File: config.mk
export PLATFORM = sky130hd
export DESIGN_NAME = core_run_ctrl_flat
export DESIGN_NICKNAME = d
export VERILOG_FILES = /design/src/rtl/run_ctrl_pkg.sv /design/src/rtl/core_run_ctrl_if.sv /design/src/rtl/sat_counter.sv /design/src/rtl/core_run_ctrl.sv /design/src/flat_wrapper.sv
export SDC_FILE = /design/constraint.sdc
export NUM_CORES = 1
export LEC_CHECK = 0
export CORE_ASPECT_RATIO = 1.5
export CORE_UTILIZATION = 45
export CTS_CLUSTER_DIAMETER = 100
export CTS_CLUSTER_SIZE = 40
export DETAILED_ROUTE_END_ITERATION = 12
export DONT_BUFFER_PORTS = 1
export HOLD_SLACK_MARGIN = 0.02
export PLACE_DENSITY_LB_ADDON = 0.12
export SLEW_MARGIN = 10
export SYNTH_ARGS = -nofsm -noshare
export SYNTH_HDL_FRONTEND = slang
export SYNTH_SLANG_ARGS = --single-unit
File: constraint.sdc
create_clock -name clk -period 2.65 [get_ports clk]
set_input_delay 0.53 -clock clk [delete_from_list [all_inputs] [get_ports clk]]
set_output_delay 0.53 -clock clk [all_outputs]
set_load 0.01 [all_outputs]
File: src/rtl/run_ctrl_pkg.sv
// Shared definitions for the core run controller: state encoding, default
// counter width and the saturating-add helper used by sat_counter.
package run_ctrl_pkg;

  localparam int CNT_W_DEFAULT = 32;

  typedef enum logic [2:0] {
    IDLE     = 3'd0,
    RST_HOLD = 3'd1,
    RUN      = 3'd2,
    DONE     = 3'd3,
    TIMEOUT  = 3'd4
  } run_state_e;

  // Adds amt to cur and clamps the result at the all-ones value of a
  // width-bit counter. Counters up to 64 bits wide are supported.
  function automatic logic [63:0] sat_add(input logic [63:0]   cur,
                                          input logic [63:0]   amt,
                                          input int unsigned   width);
    logic [64:0] sum;
    logic [63:0] max_val;
    sum     = {1'b0, cur} + {1'b0, amt};
    max_val = (width >= 64) ? '1 : ((64'd1 << width) - 64'd1);
    if (sum > {1'b0, max_val}) return max_val;
    return sum[63:0];
  endfunction

endpackage

File: src/rtl/core_run_ctrl_if.sv
// Control/status bundle between the run controller (slave) and whoever
// starts runs and observes completion (master). The stall flag exists only
// when RUN_CTRL_STALL_WDOG_EN is defined.
interface core_run_ctrl_if #(
  parameter int NUM_HARTS = 1,
  parameter int CNT_W     = 32
);

  logic                 start;
  logic [NUM_HARTS-1:0] halt_in;
  logic [NUM_HARTS-1:0] retire;
  logic                 core_rst;
  logic                 running;
  logic                 done;
  logic                 timeout;
  logic [NUM_HARTS-1:0] halted_mask;
  logic [CNT_W-1:0]     cycle_count;
  logic [CNT_W-1:0]     instret_count;
`ifdef RUN_CTRL_STALL_WDOG_EN
  logic                 stall;
`endif

  modport master (
`ifdef RUN_CTRL_STALL_WDOG_EN
    input  stall,
`endif
    output start, halt_in, retire,
    input  core_rst, running, done, timeout, halted_mask,
           cycle_count, instret_count
  );

  modport slave (
`ifdef RUN_CTRL_STALL_WDOG_EN
    output stall,
`endif
    input  start, halt_in, retire,
    output core_rst, running, done, timeout, halted_mask,
           cycle_count, instret_count
  );

endinterface

File: src/rtl/sat_counter.sv
// Saturating up-counter: synchronous clear, enable, and a per-cycle add
// amount. Clear has priority over counting. W must not exceed 64.
module sat_counter
  import run_ctrl_pkg::*;
#(
  parameter int W = CNT_W_DEFAULT
) (
  input  logic         clk,
  input  logic         reset,
  input  logic         clr,
  input  logic         en,
  input  logic [W-1:0] amt,
  output logic [W-1:0] count
);

  // Counter register: clear beats enable; the sum clamps at all-ones.
  always_ff @(posedge clk) begin
    // NOTE: sequential state uses non-blocking assignment so every register
    // samples pre-edge values regardless of block evaluation order.
    if (!reset) begin
      count <= '0;
    end else if (clr) begin
      count <= '0;
    end else if (en) begin
      count <= W'(sat_add(64'(count), 64'(amt), W));
    end
  end

endmodule

File: src/rtl/core_run_ctrl.sv
// Run controller for one or more pipelined cores: holds the cores in reset
// for RST_CYCLES after start, runs them until every hart has halted or the
// cycle budget expires, then freezes them and reports status.
// Optional stall watchdog: define RUN_CTRL_STALL_WDOG_EN.
module core_run_ctrl
  import run_ctrl_pkg::*;
#(
  parameter int NUM_HARTS   = 1,
  parameter int RST_CYCLES  = 2,
  parameter int MAX_CYCLES  = 18,
  parameter int CNT_W       = CNT_W_DEFAULT,
  parameter int STALL_LIMIT = 8
) (
  input  logic           clk,
  input  logic           reset,
  core_run_ctrl_if.slave bus
);

  // Reject configurations the hold counter or stall watchdog cannot express.
  if (RST_CYCLES < 1 || RST_CYCLES > 255 || STALL_LIMIT < 1) begin : g_bad_cfg
    $error("core_run_ctrl: RST_CYCLES must be 1..255 and STALL_LIMIT >= 1");
  end

  // Value cycle_count holds during the final budgeted RUN cycle.
  localparam logic [CNT_W-1:0] LAST_RUN =
    (MAX_CYCLES == 0) ? '0 : CNT_W'(MAX_CYCLES - 1);

  run_state_e           state_q, state_d;
  logic [7:0]           hold_q;
  logic [NUM_HARTS-1:0] halted_q;
  logic [CNT_W-1:0]     cycle_count;
  logic [CNT_W-1:0]     instret_count;
  logic                 in_run;
  logic                 start_ok;
  logic                 run_entry;
  logic                 all_halted;
  logic                 budget_hit;
  logic                 stall_hit;

  assign in_run     = (state_q == RUN);
  assign start_ok   = bus.start && (state_q inside {IDLE, DONE, TIMEOUT});
  assign run_entry  = (state_q == RST_HOLD) && (hold_q == 8'd1);
  // Includes this cycle's halt bits so the final halt exits on its own edge.
  assign all_halted = &(halted_q | bus.halt_in);
  assign budget_hit = (MAX_CYCLES != 0) && (cycle_count == LAST_RUN);

  // Next-state selection; halt completion outranks any timeout cause.
  always_comb begin
    // NOTE: default first so every path assigns state_d and no latch forms.
    state_d = state_q;
    unique case (state_q)
      IDLE, DONE, TIMEOUT: if (start_ok) state_d = RST_HOLD;
      RST_HOLD:            if (run_entry) state_d = RUN;
      RUN: begin
        if (all_halted)                  state_d = DONE;
        else if (stall_hit || budget_hit) state_d = TIMEOUT;
      end
      default:             state_d = IDLE;
    endcase
  end

  // State register; block reset wins over every other event.
  always_ff @(posedge clk) begin
    if (!reset) state_q <= IDLE;
    else        state_q <= state_d;
  end

  // Reset-hold countdown, loaded when a run is accepted.
  always_ff @(posedge clk) begin
    if (!reset)                   hold_q <= '0;
    else if (start_ok)            hold_q <= 8'(RST_CYCLES);
    else if (state_q == RST_HOLD) hold_q <= hold_q - 8'd1;
  end

  // Sticky per-hart halt record, cleared when a new run is accepted.
  always_ff @(posedge clk) begin
    if (!reset)        halted_q <= '0;
    else if (start_ok) halted_q <= '0;
    else if (in_run)   halted_q <= halted_q | bus.halt_in;
  end

  sat_counter #(.W(CNT_W)) u_cycle_cnt (
    .clk   (clk),
    .reset (reset),
    .clr   (start_ok),
    .en    (in_run),
    .amt   (CNT_W'(1)),
    .count (cycle_count)
  );

  sat_counter #(.W(CNT_W)) u_instret_cnt (
    .clk   (clk),
    .reset (reset),
    .clr   (start_ok),
    .en    (in_run),
    .amt   (CNT_W'($countones(bus.retire))),
    .count (instret_count)
  );

`ifdef RUN_CTRL_STALL_WDOG_EN
  localparam int STALL_W = $clog2(STALL_LIMIT + 1);

  logic [STALL_W-1:0] stall_cnt;
  logic               any_retire;
  logic               stall_q;

  assign any_retire = |bus.retire;
  // Fires on the cycle whose increment would reach STALL_LIMIT.
  assign stall_hit  = in_run && !any_retire &&
                      (stall_cnt == STALL_W'(STALL_LIMIT - 1));

  sat_counter #(.W(STALL_W)) u_stall_cnt (
    .clk   (clk),
    .reset (reset),
    .clr   (run_entry || (in_run && any_retire)),
    .en    (in_run),
    .amt   (STALL_W'(1)),
    .count (stall_cnt)
  );

  // Sticky stall flag; only set when the stall causes the timeout.
  always_ff @(posedge clk) begin
    if (!reset)                                stall_q <= 1'b0;
    else if (start_ok)                         stall_q <= 1'b0;
    else if (in_run && stall_hit && !all_halted) stall_q <= 1'b1;
  end

  assign bus.stall = stall_q;
`else
  assign stall_hit = 1'b0;
`endif

  // Status outputs decode the state register directly, so none of them
  // has a combinational path from an input.
  assign bus.core_rst      = !in_run;
  assign bus.running       = in_run;
  assign bus.done          = (state_q == DONE);
  assign bus.timeout       = (state_q == TIMEOUT);
  assign bus.halted_mask   = halted_q;
  assign bus.cycle_count   = cycle_count;
  assign bus.instret_count = instret_count;

endmodule

File: src/flat_wrapper.sv
// flat-port wrapper written by rule: the top's interface ports become plain ports
module core_run_ctrl_flat import run_ctrl_pkg::*;
#(
  parameter int NUM_HARTS   = 1,
  parameter int RST_CYCLES  = 2,
  parameter int MAX_CYCLES  = 18,
  parameter int CNT_W       = CNT_W_DEFAULT,
  parameter int STALL_LIMIT = 8
)
  (clk, reset, bus_start, bus_halt_in, bus_retire, bus_core_rst, bus_running, bus_done, bus_timeout, bus_halted_mask, bus_cycle_count, bus_instret_count);
  core_run_ctrl_if #(.NUM_HARTS(NUM_HARTS), .CNT_W(CNT_W)) bus_i ();
  input  logic clk;
  input  logic reset;
  input wire logic [$bits(bus_i.start)-1:0] bus_start;
  input wire logic [$bits(bus_i.halt_in)-1:0] bus_halt_in;
  input wire logic [$bits(bus_i.retire)-1:0] bus_retire;
  output wire logic [$bits(bus_i.core_rst)-1:0] bus_core_rst;
  output wire logic [$bits(bus_i.running)-1:0] bus_running;
  output wire logic [$bits(bus_i.done)-1:0] bus_done;
  output wire logic [$bits(bus_i.timeout)-1:0] bus_timeout;
  output wire logic [$bits(bus_i.halted_mask)-1:0] bus_halted_mask;
  output wire logic [$bits(bus_i.cycle_count)-1:0] bus_cycle_count;
  output wire logic [$bits(bus_i.instret_count)-1:0] bus_instret_count;
  assign bus_i.start = bus_start;
  assign bus_i.halt_in = bus_halt_in;
  assign bus_i.retire = bus_retire;
  assign bus_core_rst = bus_i.core_rst;
  assign bus_running = bus_i.running;
  assign bus_done = bus_i.done;
  assign bus_timeout = bus_i.timeout;
  assign bus_halted_mask = bus_i.halted_mask;
  assign bus_cycle_count = bus_i.cycle_count;
  assign bus_instret_count = bus_i.instret_count;
  core_run_ctrl #(.NUM_HARTS(NUM_HARTS), .RST_CYCLES(RST_CYCLES), .MAX_CYCLES(MAX_CYCLES), .CNT_W(CNT_W), .STALL_LIMIT(STALL_LIMIT)) u_core (.clk(clk), .reset(reset), .bus(bus_i));
endmodule
==> run metrics <==
Skew-Pair Late Insertion Delay=0.33 ns; H-Tree Depth=3; Cell Pwr Density=~650 nW/um^2; ys flop type=dfxtp_1; Sw Ratio=32.9%; number of port buffers=0; core box area=slightly below 9000 um^2; final worst path period share=96.8%; Net Sw Power=approximately 1.1 mW; CP endpoint kind=register; Post-DRT Antenna Nets=0; pin count of the biggest net entering global routing=23; vias per cell=slightly above 6; Rel. slew slack=between 60% and 70%; crit path cell chain=ha_1 -> ha_2 -> inv_1 -> or4_4 -> or3_4 -> or3_4 -> buf_4 -> a311oi_1; Wirelength per Cell=approximately 19 um; Vias=approximately 4200; Gate power share=between 20% and 30%; maxcap violations=0; Antenna diodes=0; Max Fclk=roughly 0.39 GHz; CP Max Fanout=8; number of global-route vias before repair=approximately 4200; Row Count=42; crit path launch type=register; Crit path top cell by count=or3_4; DRT Pass-1 Iters=5; outcome=finished, final reports clean; Clock transition at path regs=roughly 0.060 ns; final max-slew violation count=0; Worst Path Required=around 2.9 ns; Util after Layout=just under 60%; final setup violation count=0; antenna violations before repair=0; clk buf depth=2; Synth Cell Area=just over 4000 um^2; dpl hpwl=about 9.5 mm; final hold vios=0; die width=between 80 and 90 um; full die area=~9500 um^2; flop-to-flop setup slack=~0.086 ns; die outline height=approximately 120 um; Seq pwr share=between 30 and 40%; total clock sinks=76; worst clock skew=about 0.0053 ns; GRT Total Usage=28.0%; Initial Utilization=a little under half; CTS root buf=clkbuf_16; nets=a little under 600; DRC viols=0; Power Internal=approximately 2.2 mW; Post-synth EDFFs=0; CTS tree=done; Top Ports=74; routed wire length=~13 mm; layout cell share with drive strength beyond 1=about a fifth; Post-synth ARST share=0%; critical path type=register to register; CTS Hold Buffers Added=0; Syn-to-layout area delta=24.1%; Inserted Clock Buffers=9; crit path time final=between 2 and 3 ns; maximum vdd ir drop=between 300 and 400 uV; yosys warns=0; syn avg cell area=between 8 and 9 um^2; DR iter-0 viols=270; Worst Path Arrival=roughly 2.8 ns; synthesized instance count=between 500 and 600; Clock power frac=about a third; leak pwr=1.91 nW; Seq/Total Area, Yosys=36.9%; grt ovf=0; Tightest Pin Transition=approximately 0.46 ns; Hold Path Class=input port to register; first-pass GRT wire length=just over 20 mm; #FFs+latches synth=76; syn_nets=between 500 and 600; Synth cell types=a little under 60; GPL Wtd Cong=0.916; Power Total=3.33 mW; CP max-delay cell=or4_4; CP max stage delay=0.54 ns
==> metal layers <==
layer,vias to the layer above,wire [um],GRT usage [%]
met5,-,0,0
met4,0,484,16.1
met3,40,874,7.43
met2,151,6790,50.4
met1,1970,4780,28.3
li1,2061,-,-
==> synth_stat cells, drive strengths merged, types with 8 or more instances <==
cell type  count  share of area, %
a211oi        10               1.9
a21oi         34               4.1
a311oi        13               2.8
a31oi         24               3.6
and3          21               3.2
and4          14               3.0
buf           10               1.2
clkbuf        16               1.5
dfxtp         76                37
ha             8               2.4
inv           14               1.3
nand2         27               2.5
nand3         30               4.1
nand4         16               2.6
nor2          57               5.2
nor3          28               3.4
nor4          12               2.7
o21ai         35               4.3
xnor2         13               2.8
==> registers in the layout, summed over array words and instances (netlist names) <==
register                    cells
u_core.hold_q                   8
u_core.state_q                  3
u_core.u_cycle_cnt.count       32
u_core.u_instret_cnt.count     32
u_core.bus.halted_mask          1
==> critical path: cells and delay by family (launching register included) <==
| kind | cells | cell delay [ns] |
|---|---|---|
| AO/OA/AOI/OAI | 1 | 0.29 |
| adder cells (fa/ha/maj) | 2 | 0.35 |
| AND/OR/NAND/NOR | 3 | 1.27 |
| buffers and inverters | 2 | 0.21 |
| flip-flops | 1 | 0.33 |
==> per-stage QoR <==
step / instance area (um^2) / hold WS [ns] / cells / setup slack, ns / TNS (ns)
floorplan: 4130 / 0.476 / 512 / 0.0129 / 0
global placement: 4740 / 0.492 / 674 / -0.119 / -1.47
detailed placement: 4740 / 0.503 / 674 / -0.161 / -2.18
CTS: 5020 / 0.316 / 690 / 0.00851 / 0
global route: 5110 / 0.315 / 692 / -0.00239 / -0.00389
finish: 5110 / 0.320 / 692 / 0.0860 / 0
==> logic make-up (layout without fill, tap and decap cells) <==
logic type	count (synthesis)	in the layout	share of synthesized area, %
adder cells (fa/ha/maj)	9	9	2.67
AND/OR/NAND/NOR	232	232	31.2
multiplexers	2	2	0.486
buffers and inverters	41	111	4.07
AO/OA/AOI/OAI	133	133	20.6
XOR/XNOR	19	19	4.04
flip-flops	76	76	36.9
==> power by group through the flow <==
stage | clock network, mW | logic, mW | registers (mW)
finish | 1.17 | 0.879 | 1.28
global route | 1.24 | 0.964 | 1.29
CTS | 1.19 | 0.865 | 1.28
global placement | 0 | 0.855 | 1.30
detailed placement | 0 | 0.861 | 1.30
floorplan | 0 | 0.545 | 1.31
==> placed cells by master, fill, tap and decap left out, drive strengths merged, types with 6 or more instances in the layout <==
cell	n
a211oi	10
a21oi	34
a311oi	13
a31oi	24
and2	6
and3	21
and4	14
buf	80
clkbuf	15
dfxtp	76
ha	8
inv	14
nand2	27
nand3	30
nand4	16
nor2	57
nor3	28
nor4	12
o21ai	35
or3	6
xnor2	13
xor2	6
==> cell type report <==
type / count / area [um^2]
Fill cell: 831 / 3720
Multi-Input combinational cell: 395 / 2510
Sequential cell: 76 / 1530
Timing Repair Buffer: 80 / 601
Clock buffer: 15 / 278
Tap cell: 110 / 138
Inverter: 15 / 56.3
Clock inverter: 1 / 5.00
==> what timing repair did <==
| action | CTS | global route |
|---|---|---|
| pin swaps | 2 | 3 |
| buffers inserted | 0 | 2 |
| setup endpoints to repair | 4 | 27 |
| resized for setup | 1 | 20 |
==> path summary, 6_finish.rpt <==
check,start,to,cells after the start
worst min register to register,u_core.hold_q[1],u_core.hold_q[1],2
worst min-delay path,reset,u_core.state_q[0],1
worst max register to register,u_core.u_instret_cnt.count[0],u_core.u_instret_cnt.count[21],8
worst max-delay path,u_core.u_instret_cnt.count[0],u_core.u_instret_cnt.count[21],8
Note: power is estimated with default switching activity, not from simulation.
